$ cat config.mk
export PLATFORM = sky130hd
export DESIGN_NAME = maxpool2x2_stream_flat
export DESIGN_NICKNAME = d
export VERILOG_FILES = /design/src/rtl/maxpool2x2_stream_if.sv /design/src/rtl/maxpool2x2_stream.sv /design/src/flat_wrapper.sv
export SDC_FILE = /design/constraint.sdc
export NUM_CORES = 1
export LEC_CHECK = 0
export ABC_AREA = 1
export BUFFER_PORTS_ARGS = -buffer_cell sky130_fd_sc_hd__clkbuf_2
export CORE_ASPECT_RATIO = 1.5
export CORE_UTILIZATION = 45
export CTS_CLUSTER_DIAMETER = 80
export CTS_CLUSTER_SIZE = 16
export DETAILED_ROUTE_END_ITERATION = 10
export PLACE_DENSITY = 0.59
export SLEW_MARGIN = 0
export SYNTH_ARGS = -nofsm -noshare
export SYNTH_HDL_FRONTEND = slang
export SYNTH_SLANG_ARGS = --single-unit
export TNS_END_PERCENT = 20
$ cat constraint.sdc
create_clock -name clk -period 4 [get_ports clk]
set_input_delay 0.8 -clock clk [delete_from_list [all_inputs] [get_ports clk]]
set_output_delay 0.8 -clock clk [all_outputs]
set_load 0.03 [all_outputs]
$ cat src/rtl/maxpool2x2_stream_if.sv
// Stream bundle for maxpool2x2_stream: pixel input channel and pooled-result
// output channel, each with a valid/ready handshake.
interface maxpool2x2_stream_if #(
  parameter int DW = 18
);
  logic          in_valid;
  logic          in_ready;
  logic [DW-1:0] in_data;
  logic          out_valid;
  logic          out_ready;
  logic [DW-1:0] out_data;
  logic          out_last;

  // Pooling engine side.
  modport slave (
    input  in_valid, in_data, out_ready,
    output in_ready, out_valid, out_data, out_last
  );

  // Producer/consumer side (upstream conv layer and downstream layer).
  modport master (
    output in_valid, in_data, out_ready,
    input  in_ready, out_valid, out_data, out_last
  );
endinterface

$ cat src/rtl/maxpool2x2_stream.sv
// Streaming 2x2 / stride-2 max-pooling engine. Pixels arrive in raster order as
// sign-magnitude words. Even rows store per-column-pair maxima in a half-row
// line buffer; odd rows combine their own pair maximum with the stored one and
// emit one pooled value per window through a single output register.
module maxpool2x2_stream #(
  parameter int DW     = 18,
  parameter int WIDTH  = 28,
  parameter int HEIGHT = 28
) (
  input logic                 clk,
  input logic                 rst_n,
  maxpool2x2_stream_if.slave  s
);

  localparam int CW = $clog2(WIDTH);
  localparam int RW = $clog2(HEIGHT);
  localparam int NK = WIDTH / 2;
  localparam int KW = (NK > 1) ? $clog2(NK) : 1;

  // Odd or too-small map dimensions cannot be tiled by 2x2 windows.
  generate
    if ((WIDTH % 2) != 0 || WIDTH < 2) begin : g_bad_width
      $error("maxpool2x2_stream: WIDTH must be even and >= 2");
    end
    if ((HEIGHT % 2) != 0 || HEIGHT < 2) begin : g_bad_height
      $error("maxpool2x2_stream: HEIGHT must be even and >= 2");
    end
  endgenerate

  typedef enum logic {
    EVEN_ROW = 1'b0,
    ODD_ROW  = 1'b1
  } state_t;

  state_t        state_q, state_d;
  logic [CW-1:0] col_q;
  logic [RW-1:0] row_q;
  logic [DW-1:0] hreg_q;
  logic [DW-1:0] lbuf [NK];
  logic [KW-1:0] k;

  logic          in_ready;
  logic          in_fire;
  logic          col_last;
  logic          row_last;
  logic          buf_we;
  logic          out_load;
  logic [DW-1:0] pair_max;
  logic [DW-1:0] win_max;

  logic          out_valid_q;
  logic          out_last_q;
  logic [DW-1:0] out_data_q;

  // Sign-magnitude maximum. Differing signs pick the non-negative operand,
  // which also resolves +0 against -0 to +0. Equal operands return identical
  // bits, so no arithmetic ever alters the selected word.
  function automatic logic [DW-1:0] sm_max(input logic [DW-1:0] a,
                                           input logic [DW-1:0] b);
    logic [DW-2:0] ma;
    logic [DW-2:0] mb;
    ma = a[DW-2:0];
    mb = b[DW-2:0];
    if (a[DW-1] != b[DW-1]) return a[DW-1] ? b : a;
    else if (!a[DW-1])      return (ma >= mb) ? a : b;
    else                    return (ma <= mb) ? a : b;
  endfunction

  // The block stalls only while a finished result waits for the consumer.
  assign in_ready    = !out_valid_q || s.out_ready;
  assign in_fire     = s.in_valid && in_ready;
  assign col_last    = (col_q == CW'(WIDTH - 1));
  assign row_last    = (row_q == RW'(HEIGHT - 1));
  assign k           = KW'(col_q >> 1);
  assign pair_max    = sm_max(hreg_q, s.in_data);
  assign win_max     = sm_max(lbuf[k], pair_max);

  assign s.in_ready  = in_ready;
  assign s.out_valid = out_valid_q;
  assign s.out_last  = out_last_q;
  assign s.out_data  = out_data_q;

  // Row-parity state register.
  // NOTE: sequential state uses non-blocking assignments so every register
  // samples pre-edge values, independent of block evaluation order.
  always_ff @(posedge clk or negedge rst_n) begin
    if (!rst_n) state_q <= EVEN_ROW;
    else        state_q <= state_d;
  end

  // Next row parity plus buffer-write / result-load strobes on odd columns.
  // NOTE: every signal gets its default first so no path leaves one unassigned
  // and no latch is inferred.
  always_comb begin
    state_d  = state_q;
    buf_we   = 1'b0;
    out_load = 1'b0;
    if (in_fire) begin
      if (col_q[0]) begin
        if (state_q == EVEN_ROW) buf_we   = 1'b1;
        else                     out_load = 1'b1;
      end
      if (col_last) state_d = (state_q == EVEN_ROW) ? ODD_ROW : EVEN_ROW;
    end
  end

  // Raster position: column wraps at the row end, row wraps at the frame end.
  always_ff @(posedge clk or negedge rst_n) begin
    if (!rst_n) begin
      col_q <= '0;
      row_q <= '0;
    end else if (in_fire) begin
      if (col_last) begin
        col_q <= '0;
        row_q <= row_last ? '0 : row_q + RW'(1);
      end else begin
        col_q <= col_q + CW'(1);
      end
    end
  end

  // Left pixel of the current column pair, held until its right partner arrives.
  always_ff @(posedge clk or negedge rst_n) begin
    if (!rst_n)                  hreg_q <= '0;
    else if (in_fire && !col_q[0]) hreg_q <= s.in_data;
  end

  // Half-row buffer of even-row pair maxima.
  // NOTE: the line buffer carries no reset: each entry is written on the even
  // row before the odd row reads it, so it stays a plain RAM array.
  always_ff @(posedge clk) begin
    if (buf_we) lbuf[k] <= pair_max;
  end

  // Output register: a new result wins over clearing on a consumer handshake.
  always_ff @(posedge clk or negedge rst_n) begin
    if (!rst_n) begin
      out_valid_q <= 1'b0;
      out_last_q  <= 1'b0;
      out_data_q  <= '0;
    end else if (out_load) begin
      out_valid_q <= 1'b1;
      out_last_q  <= row_last && col_last;
      out_data_q  <= win_max;
    end else if (out_valid_q && s.out_ready) begin
      out_valid_q <= 1'b0;
      out_last_q  <= 1'b0;
    end
  end

endmodule

$ cat src/flat_wrapper.sv
// flat-port wrapper written by rule: the top's interface ports become plain ports
module maxpool2x2_stream_flat 
#(
  parameter int DW     = 18,
  parameter int WIDTH  = 28,
  parameter int HEIGHT = 28
)
  (clk, rst_n, s_in_valid, s_in_data, s_out_ready, s_in_ready, s_out_valid, s_out_data, s_out_last);
  maxpool2x2_stream_if #(.DW(DW)) s_i ();
  input logic clk;
  input logic rst_n;
  input wire logic [$bits(s_i.in_valid)-1:0] s_in_valid;
  input wire logic [$bits(s_i.in_data)-1:0] s_in_data;
  input wire logic [$bits(s_i.out_ready)-1:0] s_out_ready;
  output wire logic [$bits(s_i.in_ready)-1:0] s_in_ready;
  output wire logic [$bits(s_i.out_valid)-1:0] s_out_valid;
  output wire logic [$bits(s_i.out_data)-1:0] s_out_data;
  output wire logic [$bits(s_i.out_last)-1:0] s_out_last;
  assign s_i.in_valid = s_in_valid;
  assign s_i.in_data = s_in_data;
  assign s_i.out_ready = s_out_ready;
  assign s_in_ready = s_i.in_ready;
  assign s_out_valid = s_i.out_valid;
  assign s_out_data = s_i.out_data;
  assign s_out_last = s_i.out_last;
  maxpool2x2_stream #(.DW(DW), .WIDTH(WIDTH), .HEIGHT(HEIGHT)) u_core (.clk(clk), .rst_n(rst_n), .s(s_i));
endmodule
==> summary.md <==
| Metric | Value |
|---|---|
| Measured slew at the worst slew-check pin | `around 800 ps` |
| Fin. Hold Viols | `0` |
| DR vias | `11.7k` |
| Top FF cell, synth | `edfxtp_1` |
| Skew final | `21.7 ps` |
| Post-route minimum period | `3950 ps` |
| Mapped Cells | `roughly 1.4k` |
| Top cell type by total area after synthesis | `edfxtp_1` |
| Synth async-reset ratio | `between 10% and 20%` |
| Area Overhead vs Synth | `21.6%` |
| Largest net degree at the start of global routing | `81` |
| Antenna Nets Post-Route | `0` |
| DRT iter0 DRCs | `roughly 840` |
| Drt pass-1 iters | `5` |
| Gpl congestion | `between 0.9 and 1` |
| Final #Nets | `approximately 1.7k` |
| Port bufs | `42` |
| CP Launch Type | `register` |
| Die Ht | `about 220 um` |
| Critical path class | `reg -> reg` |
| Critical path's slowest cell | `dfrtp_1` |
| Hold-fix buffers, CTS | `0` |
| Outcome | `completed` |
| Site Rows | `80` |
| First-pass GRT wire length | `around 66 mm` |
| Flops & latches, synth | `about 300` |
| Fraction of layout cells with a size suffix above 1 | `a little under a quarter` |
| Post-synth EDFFs | `between 200 and 300` |
| DPL Wire Length | `about 30 mm` |
| Final period utilization | `a little over nine tenths` |
| Achievable Freq | `between 0.2 and 0.3 GHz` |
| Clock root cell | `clkbuf_16` |
| Final core utilization | `55.8%` |
| Endpoints failing setup | `0` |
| Vias/cell | `5.69` |
| MaxCap Viol Count | `0` |
| Path category of the worst min-delay check | `in -> async` |
| I/O Pins | `43` |
| H-tree Lvls | `1` |
| Clock Path Buffers | `3` |
| Final wirelength | `around 44 mm` |
| Area contributors post-synth | `edfxtp_1 52%, dfrtp_1 8.4%, nand3_1 7.5%` |
| Remaining DRCs | `0` |
| N_diodes | `0` |
| Cell variety after synth | `39` |
| Warnings from Yosys | `0` |
| Net count after synthesis | `~1.5k` |
| CP required | `roughly 4400 ps` |
| GRT Util Overall | `a little over a quarter` |
| Commonest non-fill, non-tap cells in the layout | `271 x nand2_1, 252 x edfxtp_1, 208 x nand3_1` |
| FF+latch area | `~9000 um2` |
| Max FO, Critical Path | `5` |
| Post-synthesis cell area | `between 10,000 and 15,000 um2` |
| Starting Density | `45.9%` |
| Clk sinks | `roughly 300` |
| CTS buffer count | `23` |
| Worst path most repeated cell | `nand2_1` |
| Number of global-route vias before repair | `around 11k` |
| Most common cell after layout, fill and taps aside | `nand2_1` |
| Mapped Avg Cell Area | `just over 10 um2` |
| Clock-pin slew on the worst setup and hold paths | `roughly 70 ps` |
| Total gr overflow | `0` |
| Filler cell count | `~2.8k` |
| Antenna violations before repair | `0` |
| Worst-skew pair later-pin latency | `540 ps` |
| CP peak stage delay | `approximately 440 ps` |
| Worst Path Arrival | `between 4000 and 5000 ps` |
| Worst slew margin | `46.1%` |
| CTS tree | `yes` |
| Sequential area share after synthesis | `between 60% and 70%` |
| Multi-input gate area | `between 5000 and 6000 um2` |
| Core area | `about 32,000 um2` |
| WL per Instance | `21.6 um` |
| CP Capture Type | `register` |
| Yosys top cell area share | `51.7%` |
| Final Max Slew Viols | `0` |
| Die width | `roughly 150 um` |
| Die Footprint | `approximately 33,000 um2` |
| Flop-to-flop setup slack | `approximately 51 ps` |
[flip-flops by register name (all words and copies together) (netlist names)]
name / cells
u_core.row_q: 5
u_core.s.out_last: 1
u_core.lbuf: 252
u_core.s.out_data: 18
u_core.s.out_valid: 1
u_core.col_q: 5
u_core.hreg_q: 18
u_core.state_q: 1
[routing by layer]
metal / track usage [%] / wire, um / up-vias
met5: 0 / 0 / -
met4: 12.7 / 2290 / 0
met3: 2.37 / 1920 / 119
met2: 48.5 / 23400 / 384
met1: 31.5 / 16600 / 5661
li1: - / - / 5487
[area by class of cell]
class / instances / area share [%]
Multi-Input combinational cell: 968 / 31.1
Tap cell: 410 / 2.88
Sequential cell: 301 / 49.4
Clock inverter: 4 / 0.176
Timing Repair inverter: 1 / 0.0492
Clock buffer: 38 / 3.55
Inverter: 91 / 2.05
Timing Repair Buffer: 233 / 10.7
[per-stage QoR]
step | instances | worst slack [ps] | hold WS [ps] | TNS (ps) | area (um2)
6_report | 2046 | 50.7 | 263 | 0 | 17800
3_5_place_dp | 1977 | -561 | 466 | -8860 | 16500
3_3_place_gp | 1977 | -573 | 465 | -8420 | 16500
4_1_cts | 2019 | 4.25 | 268 | 0 | 17200
2_1_floorplan | 1439 | 3.01 | 464 | 0 | 14700
5_1_grt | 2046 | -121 | 300 | -1440 | 17800
[synthesized netlist by cell type (3+ instances only)]
master / count
o31ai_1: 4
nand3_1: 220
a31oi_1: 27
clkinv_1: 4
o211ai_1: 21
nor3_1: 9
nor2_4: 3
inv_2: 5
dfrtp_1: 49
o21ai_0: 47
buf_6: 6
nand2_1: 286
a21oi_1: 71
buf_2: 38
nor2_1: 99
buf_4: 4
clkbuf_1: 33
inv_1: 82
a22oi_1: 55
or2_1: 11
edfxtp_1: 252
nor2_2: 4
nand4_1: 22
nand2_2: 19
nand3_2: 10
ha_1: 38
[kinds of logic after synthesis]
| family | after synthesis | synth area share (%) |
|---|---|---|
| fa+ha+maj | 38 | 3.25 |
| buf+inv | 172 | 5.14 |
| simple gates | 694 | 21.8 |
| xor+xnor | 2 | 0.120 |
| flops | 301 | 60.0 |
| compound gates | 232 | 9.62 |
[repair_timing]
action                     CTS  global route
gates resized for setup      1            84
setup endpoints to repair    1            18
gates cloned                 0             4
pin swaps                    0            34
buffers inserted             0            23
[worst max-delay path: cells and delay by family (launching register included)]
kind,cells,cell delay (ps)
adders and majority gates,2,590
and+or+nand+nor,22,2050
AOI/OAI and AO/OA,1,190
buffers and inverters,5,540
DFF,1,440
[final timing paths]
kind                                      start                   end  depth (start not counted)
hold reg to reg            u_core.s.out_data[9]  u_core.s.out_data[9]                          2
setup reg to reg               u_core.hreg_q[3]  u_core.s.out_data[2]                         30
max in group asynchronous                 rst_n      u_core.hreg_q[7]                          2
setup / recovery               u_core.hreg_q[3]  u_core.s.out_data[2]                         30
hold / removal                            rst_n    u_core.s.out_valid                          1
min in group clk           u_core.s.out_data[9]  u_core.s.out_data[9]                          2
Power is not shown: default switching activity piles up to over one toggle a cycle in this logic, so the estimate is an artifact.
